==> src/rtl/address_bus_arbiter_pkg.sv <==
// rtl/address_bus_arbiter_pkg.sv - shared constants and state type for the address bus arbiter
package address_bus_arbiter_pkg;

    localparam int ADDR_SIZE   = 19;
    localparam int ARB_NUM_REQ = 3;
    localparam int ARB_TIMEOUT = 16;

    typedef enum logic [0:0] {
        ARB_IDLE  = 1'b0,
        ARB_ISSUE = 1'b1
    } arb_state_t;

endpackage

==> src/rtl/address_bus_arbiter_rr_pick.sv <==
// rtl/address_bus_arbiter_rr_pick.sv - combinational round-robin priority picker
module address_bus_arbiter_rr_pick #(
    parameter int NUM_REQ = 3,
    parameter int IDX_W   = $clog2(NUM_REQ)
) (
    input  logic [NUM_REQ-1:0] eligible,
    input  logic [IDX_W-1:0]   ptr,
    output logic [NUM_REQ-1:0] onehot,
    output logic [IDX_W-1:0]   idx,
    output logic               any
);

    logic [IDX_W:0]   sum;
    logic [IDX_W-1:0] slot;
    logic             found;

    // Scan from ptr upward with wrap; the first eligible slot wins.
    always_comb begin
        onehot = '0;
        idx    = '0;
        found  = 1'b0;
        sum    = '0;
        slot   = '0;
        for (int i = 0; i < NUM_REQ; i++) begin
            sum = {1'b0, ptr} + (IDX_W + 1)'(i);
            if (sum >= (IDX_W + 1)'(NUM_REQ)) begin
                sum = sum - (IDX_W + 1)'(NUM_REQ);
            end
            slot = sum[IDX_W-1:0];
            if (!found && eligible[slot]) begin
                found        = 1'b1;
                onehot[slot] = 1'b1;
                idx          = slot;
            end
        end
        any = found;
    end

endmodule

==> src/rtl/address_bus_arbiter.sv <==
// rtl/address_bus_arbiter.sv - round-robin arbiter sharing the CPU address bus between requesters
module address_bus_arbiter #(
    parameter int ADDR_SIZE = address_bus_arbiter_pkg::ADDR_SIZE,
    parameter int NUM_REQ   = address_bus_arbiter_pkg::ARB_NUM_REQ,
    parameter int TIMEOUT   = address_bus_arbiter_pkg::ARB_TIMEOUT
) (
    input  logic                           clk,
    input  logic                           rst_n,
    input  logic [NUM_REQ-1:0]             req,
    input  logic [NUM_REQ*ADDR_SIZE-1:0]   req_addr,
    input  logic [NUM_REQ-1:0]             req_we,
    output logic [NUM_REQ-1:0]             gnt,
    output logic [NUM_REQ-1:0]             done,
    output logic [NUM_REQ-1:0]             err,
    output logic [ADDR_SIZE-1:0]           mem_addr,
    output logic                           mem_we,
    output logic                           mem_valid,
    input  logic                           mem_ready,
    output logic                           busy
);

    import address_bus_arbiter_pkg::*;

    localparam int IDX_W = $clog2(NUM_REQ);
    localparam int CNT_W = (TIMEOUT > 1) ? $clog2(TIMEOUT) : 1;
    localparam logic [CNT_W-1:0] CNT_LAST = CNT_W'((TIMEOUT == 0) ? 0 : TIMEOUT - 1);
    localparam bit TO_EN = (TIMEOUT != 0);

    arb_state_t            state_q, state_d;
    logic [IDX_W-1:0]      idx_q, idx_d;
    logic [ADDR_SIZE-1:0]  addr_q, addr_d;
    logic                  we_q, we_d;
    logic [CNT_W-1:0]      cnt_q, cnt_d;
    logic [IDX_W-1:0]      rr_ptr_q, rr_ptr_d;
    logic [NUM_REQ-1:0]    mask_q, mask_d;
    logic [NUM_REQ-1:0]    done_q, done_d;
    logic [NUM_REQ-1:0]    err_q, err_d;

    logic [NUM_REQ-1:0]    eligible;
    logic [NUM_REQ-1:0]    pick_onehot;
    logic [IDX_W-1:0]      pick_idx;
    logic                  pick_any;
    logic [ADDR_SIZE-1:0]  pick_addr;
    logic                  pick_we;
    logic [NUM_REQ-1:0]    idx_onehot;
    logic [IDX_W-1:0]      ptr_next;
    logic                  timeout_hit;

    // The just-finished requester is masked for one IDLE cycle so it can drop req.
    assign eligible = req & ~mask_q;

    address_bus_arbiter_rr_pick #(
        .NUM_REQ (NUM_REQ),
        .IDX_W   (IDX_W)
    ) u_rr_pick (
        .eligible (eligible),
        .ptr      (rr_ptr_q),
        .onehot   (pick_onehot),
        .idx      (pick_idx),
        .any      (pick_any)
    );

    // Select the winning requester's address and write flag.
    always_comb begin
        pick_addr = '0;
        pick_we   = 1'b0;
        for (int i = 0; i < NUM_REQ; i++) begin
            if (pick_onehot[i]) begin
                pick_addr = req_addr[i*ADDR_SIZE +: ADDR_SIZE];
                pick_we   = req_we[i];
            end
        end
    end

    assign idx_onehot  = NUM_REQ'(1) << idx_q;
    assign ptr_next    = (idx_q == IDX_W'(NUM_REQ - 1)) ? '0 : idx_q + IDX_W'(1);
    assign timeout_hit = TO_EN && (cnt_q == CNT_LAST);

    // Next-state logic: arbitrate in IDLE, wait for ready or timeout in ISSUE.
    always_comb begin
        state_d  = state_q;
        idx_d    = idx_q;
        addr_d   = addr_q;
        we_d     = we_q;
        cnt_d    = cnt_q;
        rr_ptr_d = rr_ptr_q;
        mask_d   = '0;
        done_d   = '0;
        err_d    = '0;
        case (state_q)
            ARB_IDLE: begin
                if (pick_any) begin
                    state_d = ARB_ISSUE;
                    idx_d   = pick_idx;
                    addr_d  = pick_addr;
                    we_d    = pick_we;
                    cnt_d   = '0;
                end
            end
            ARB_ISSUE: begin
                cnt_d = cnt_q + CNT_W'(1);
                if (mem_ready) begin
                    state_d  = ARB_IDLE;
                    done_d   = idx_onehot;
                    mask_d   = idx_onehot;
                    rr_ptr_d = ptr_next;
                    cnt_d    = '0;
                end else if (timeout_hit) begin
                    state_d  = ARB_IDLE;
                    err_d    = idx_onehot;
                    mask_d   = idx_onehot;
                    rr_ptr_d = ptr_next;
                    cnt_d    = '0;
                end
            end
            default: begin
                state_d = ARB_IDLE;
            end
        endcase
    end

    // State and latched transaction registers; reset aborts any transaction silently.
    always_ff @(posedge clk or negedge rst_n) begin
        if (!rst_n) begin
            state_q  <= ARB_IDLE;
            idx_q    <= '0;
            addr_q   <= '0;
            we_q     <= 1'b0;
            cnt_q    <= '0;
            rr_ptr_q <= '0;
            mask_q   <= '0;
            done_q   <= '0;
            err_q    <= '0;
        end else begin
            state_q  <= state_d;
            idx_q    <= idx_d;
            addr_q   <= addr_d;
            we_q     <= we_d;
            cnt_q    <= cnt_d;
            rr_ptr_q <= rr_ptr_d;
            mask_q   <= mask_d;
            done_q   <= done_d;
            err_q    <= err_d;
        end
    end

    // Bus-side outputs decode straight from the state register so reset drops them at once.
    assign busy      = (state_q == ARB_ISSUE);
    assign mem_valid = busy;
    assign mem_we    = busy & we_q;
    assign mem_addr  = addr_q;
    assign gnt       = busy ? idx_onehot : '0;
    assign done      = done_q;
    assign err       = err_q;

endmodule

==> config.mk <==
export PLATFORM = sky130hd
export DESIGN_NAME = address_bus_arbiter
export DESIGN_NICKNAME = d
export VERILOG_FILES = /design/src/rtl/address_bus_arbiter_pkg.sv /design/src/rtl/address_bus_arbiter_rr_pick.sv /design/src/rtl/address_bus_arbiter.sv
export SDC_FILE = /design/constraint.sdc
export NUM_CORES = 1
export LEC_CHECK = 0
export CAP_MARGIN = 0
export CORE_MARGIN = 2
export CORE_UTILIZATION = 38
export DETAILED_ROUTE_END_ITERATION = 10
export HOLD_SLACK_MARGIN = 0.05
export PLACE_DENSITY = 0.79
export RECOVER_POWER = 50
export SLEW_MARGIN = 15
export SYNTH_ARGS = -nofsm -noshare
export SYNTH_HDL_FRONTEND = slang
export SYNTH_HIERARCHICAL = 1
export SYNTH_SLANG_ARGS = --single-unit
==> constraint.sdc <==
create_clock -name clk -period 2.2 [get_ports clk]
set_input_delay 0.44 -clock clk [delete_from_list [all_inputs] [get_ports clk]]
set_output_delay 0.44 -clock clk [all_outputs]
set_load 0.05 [all_outputs]
==> impl_summary.log <==
INFO  metric number_of_nets_in_the_final_layout = 437
INFO  metric dp_hpwl = 5.02 mm
INFO  metric critical_path.startpoint_type = flop
INFO  metric failed_checks = setup timing
INFO  metric maxCapViolations = 0
INFO  metric synth_seq_area_share = 42.1%
INFO  metric layout.cells.most_common_list = 88 x sky130_fd_sc_hd__clkdlybuf4s50_1, 37 x sky130_fd_sc_hd__dfrtp_1, 34 x sky130_fd_sc_hd__buf_4
INFO  metric multi_input_comb_area = 1440 sq um
INFO  metric dieArea = 6580 sq um
INFO  metric initialDrtViolationCount = 99
INFO  metric avgRoutedWirePerCell = 17.2 um
INFO  metric floorplan.core_area = 5850 sq um
INFO  metric timing.critical_path.required = 2360 ps
INFO  metric cp.arrival = 2480 ps
INFO  metric global_route.overflow_total = 0
INFO  metric outcome = complete, but fails checks
INFO  metric slew_headroom = 43.2%
INFO  metric rows = 28
INFO  metric unrepaired_setup_endpoints_after_global_routing = yes
INFO  metric first_pass_iters = 4
INFO  metric synth_area_leader_cell = sky130_fd_sc_hd__dfrtp_1
INFO  metric num_vias = 2,345
INFO  metric grt_antenna_before_repair = 0
INFO  metric yosys.area.top_type_share = 42.1%
INFO  metric drtAntennaViolNets = 0
INFO  metric gr-usage-all-layers = 21.7%
INFO  metric globalplace.congestion = 0.831
INFO  metric maxSlewViolCount = 0
INFO  metric worstMarginPinSlew = 852 ps
INFO  metric total_nets_after_synthesis = 295
INFO  metric clockRootBuffer = sky130_fd_sc_hd__clkbuf_8
INFO  metric placedInstanceArea = 3590 sq um
INFO  metric ff_latch_area = 952 sq um
INFO  metric fin_crit = 2320 ps
INFO  metric timing_worst_setup_path_type = flop to flop
INFO  metric grt_pass1_vias = 2,246
INFO  metric cts-root-to-sink-buffers = 2
INFO  metric detail_route.vias_per_cell = 5.31
INFO  metric clock_sinks = 38
INFO  metric filler_cell_count = 436
INFO  metric power_density = 1930 nW/um^2
INFO  metric layout_setup_ws = -119 ps
INFO  metric postSynthCellCount = 224
INFO  metric worstHoldPathType = flop to flop
INFO  metric mostFrequentLayoutCell = sky130_fd_sc_hd__clkdlybuf4s50_1
INFO  metric area.growth.synth_to_final = 85.1%
INFO  metric drc_errors = 0
INFO  metric placement.io_buffers = 96
INFO  metric timing.final.setup_violations = 20
INFO  metric postLayoutCellArea = 4180 sq um
INFO  metric fmax = 431 MHz
INFO  metric post_synth_main_area_contributors = sky130_fd_sc_hd__dfrtp_1 42%, sky130_fd_sc_hd__a221oi_2 6.6%, sky130_fd_sc_hd__nor2b_1 5.8%
INFO  metric cts_tree = built
INFO  metric ff_latch_count_synth = 38
INFO  metric hold_viol = 0
INFO  metric grt_start_max_net_pins = 41
INFO  metric floorplan.initialDensity = 38.6%
INFO  metric count_of_unique_library_cells_instantiated_by_yosys = 44
INFO  metric syn_area_per_cell = 10.1 sq um
INFO  metric clk_latency = 290 ps
INFO  metric r2r_slack = -120 ps
INFO  metric total_leakage_power = 1.76 nW
INFO  metric tritoncts_buffer_count = 5
INFO  metric ir_worst_vdd = 1.21 mV
INFO  metric worst_setup_end_kind = flop
INFO  metric timing.clock.skew = 14.8 ps
INFO  metric synth.cell_area = 2260 sq um
INFO  metric final_min_period_over_clock_period = 105%
INFO  metric pre_cts_ws = -584 ps
INFO  metric grt_first_pass_wirelength = 10.8 mm
INFO  metric crit_path_max_fanout = 5
INFO  metric design.portCount = 97
INFO  metric drt_wl_total = 7.59 mm
INFO  metric cts.reportedPaths.clkPinSlew = 80 ps
INFO  metric die_width = 81.1 um
INFO  metric number_of_diodes_added_for_antenna_fixing = 0
INFO  metric die_h = 81.1 um
INFO  metric htreeDepth = 2
INFO  metric yosysWarningCount = 6
INFO  metric layout_cells_sized_above_1 = 34.9%
area by class of cell:
class / count / share of cell area [%]
Clock buffer: 5 / 1.64
Clock inverter: 3 / 0.508
Inverter: 10 / 0.897
Multi-Input combinational cell: 160 / 34.4
Sequential cell: 38 / 22.8
Tap cell: 75 / 2.24
Timing Repair Buffer: 151 / 37.5
where the power goes:
group	switching [mW]	internal [mW]
logic	3.21	3.21
clock network	0.268	0.223
registers	0.176	0.964
total	3.65	4.40
state kept, by name, indices dropped and copies added, names as in the netlist:
signal and flops:
rr_ptr_q 2, busy 1, done 3, err 3, cnt_q 4, mem_addr 19
mask_q 3, idx_q 2, we_q 1
logic make-up (layout without fill, tap and decap cells):
family / Yosys count / count (layout) / share of synthesized area, %
and+or+nand+nor: 82 / 82 / 18.9
AOI/OAI and AO/OA: 68 / 68 / 26.6
DFF: 38 / 38 / 42.1
buffers and inverters: 26 / 169 / 6.75
adders and majority gates: 5 / 5 / 2.77
muxes: 5 / 5 / 2.88
stage by stage:
step / cells / TNS, ps / hold WS (ps) / utilization (%) / power (mW)
after global placement: 418 / -11550 / 365 / 61.3 / 5.81
after CTS: 436 / -1340 / 481 / 68.0 / 7.34
after floorplan: 224 / 0 / 144 / - / 4.19
after global routing: 442 / -3150 / 520 / 71.5 / 8.50
final: 442 / -1160 / 478 / 71.5 / 8.06
after detailed placement: 418 / -13050 / 368 / 61.3 / 5.92
Yosys cell counts (all sizes together):
library cell and n:
a21o 2, buf 14, nand3b 4, inv 10, or2 2, o2111ai 1, o31ai 18, and2b 1
nor3b 1, a22o 2, nor2b 22, or3 1, nand2 28, clkbuf 2, or3b 1, a221oi 18
mux2i 3, and2 1, nand4b 1, ha 5, a22oi 1, dfrtp 38, nor2 10, a21oi 10
nand3 3, o21ai 13, nor3 4, a31oi 2, mux2 2, a32o 1, nand2b 3
worst paths after layout:
path,end,cells past startpoint,from
min reg2reg,mem_addr[7]$_DFFE_PN0P_,2,mem_addr[7]$_DFFE_PN0P_
max reg2reg,mem_addr[7]$_DFFE_PN0P_,12,rr_ptr_q[0]$_DFFE_PN0P_
max in group asynchronous,mem_addr[11]$_DFFE_PN0P_,3,rst_n
min,mem_addr[7]$_DFFE_PN0P_,2,mem_addr[7]$_DFFE_PN0P_
max,mem_addr[7]$_DFFE_PN0P_,12,rr_ptr_q[0]$_DFFE_PN0P_
min in group asynchronous,mem_addr[3]$_DFFE_PN0P_,2,rst_n
routing by layer:
metal	vias to the layer above	part of all wire, %	routed length, um	GRT usage, %
li1	1096	-	-	-
met1	1161	39	2980	26.1
met2	82	55	4150	39.8
met3	6	5.0	379	3.67
met4	0	1.0	79	5.93
met5	-	0	0	0
repair_timing:
action,in CTS,in global routing
endpoints found under the setup margin,27,25
endpoints found under the hold margin,4,0
buffers inserted,10,5
pin swaps,17,10
resized for setup,45,26
hold buffers,1,0
gates cloned,1,3
worst max-delay path, cell delays in order (launching register included):
cell and delay, ps:
sky130_fd_sc_hd__dfrtp_1 420, sky130_fd_sc_hd__inv_2 100, sky130_fd_sc_hd__ha_2 210, sky130_fd_sc_hd__buf_4 120, sky130_fd_sc_hd__nand2b_1 50, sky130_fd_sc_hd__a21oi_1 220, sky130_fd_sc_hd__o21ai_2 130, sky130_fd_sc_hd__o21ai_4 210
sky130_fd_sc_hd__nor2b_4 70, sky130_fd_sc_hd__buf_12 140, sky130_fd_sc_hd__buf_12 130, sky130_fd_sc_hd__a221oi_1 270, sky130_fd_sc_hd__o31ai_1 120
(Power assumes the default switching activity.)
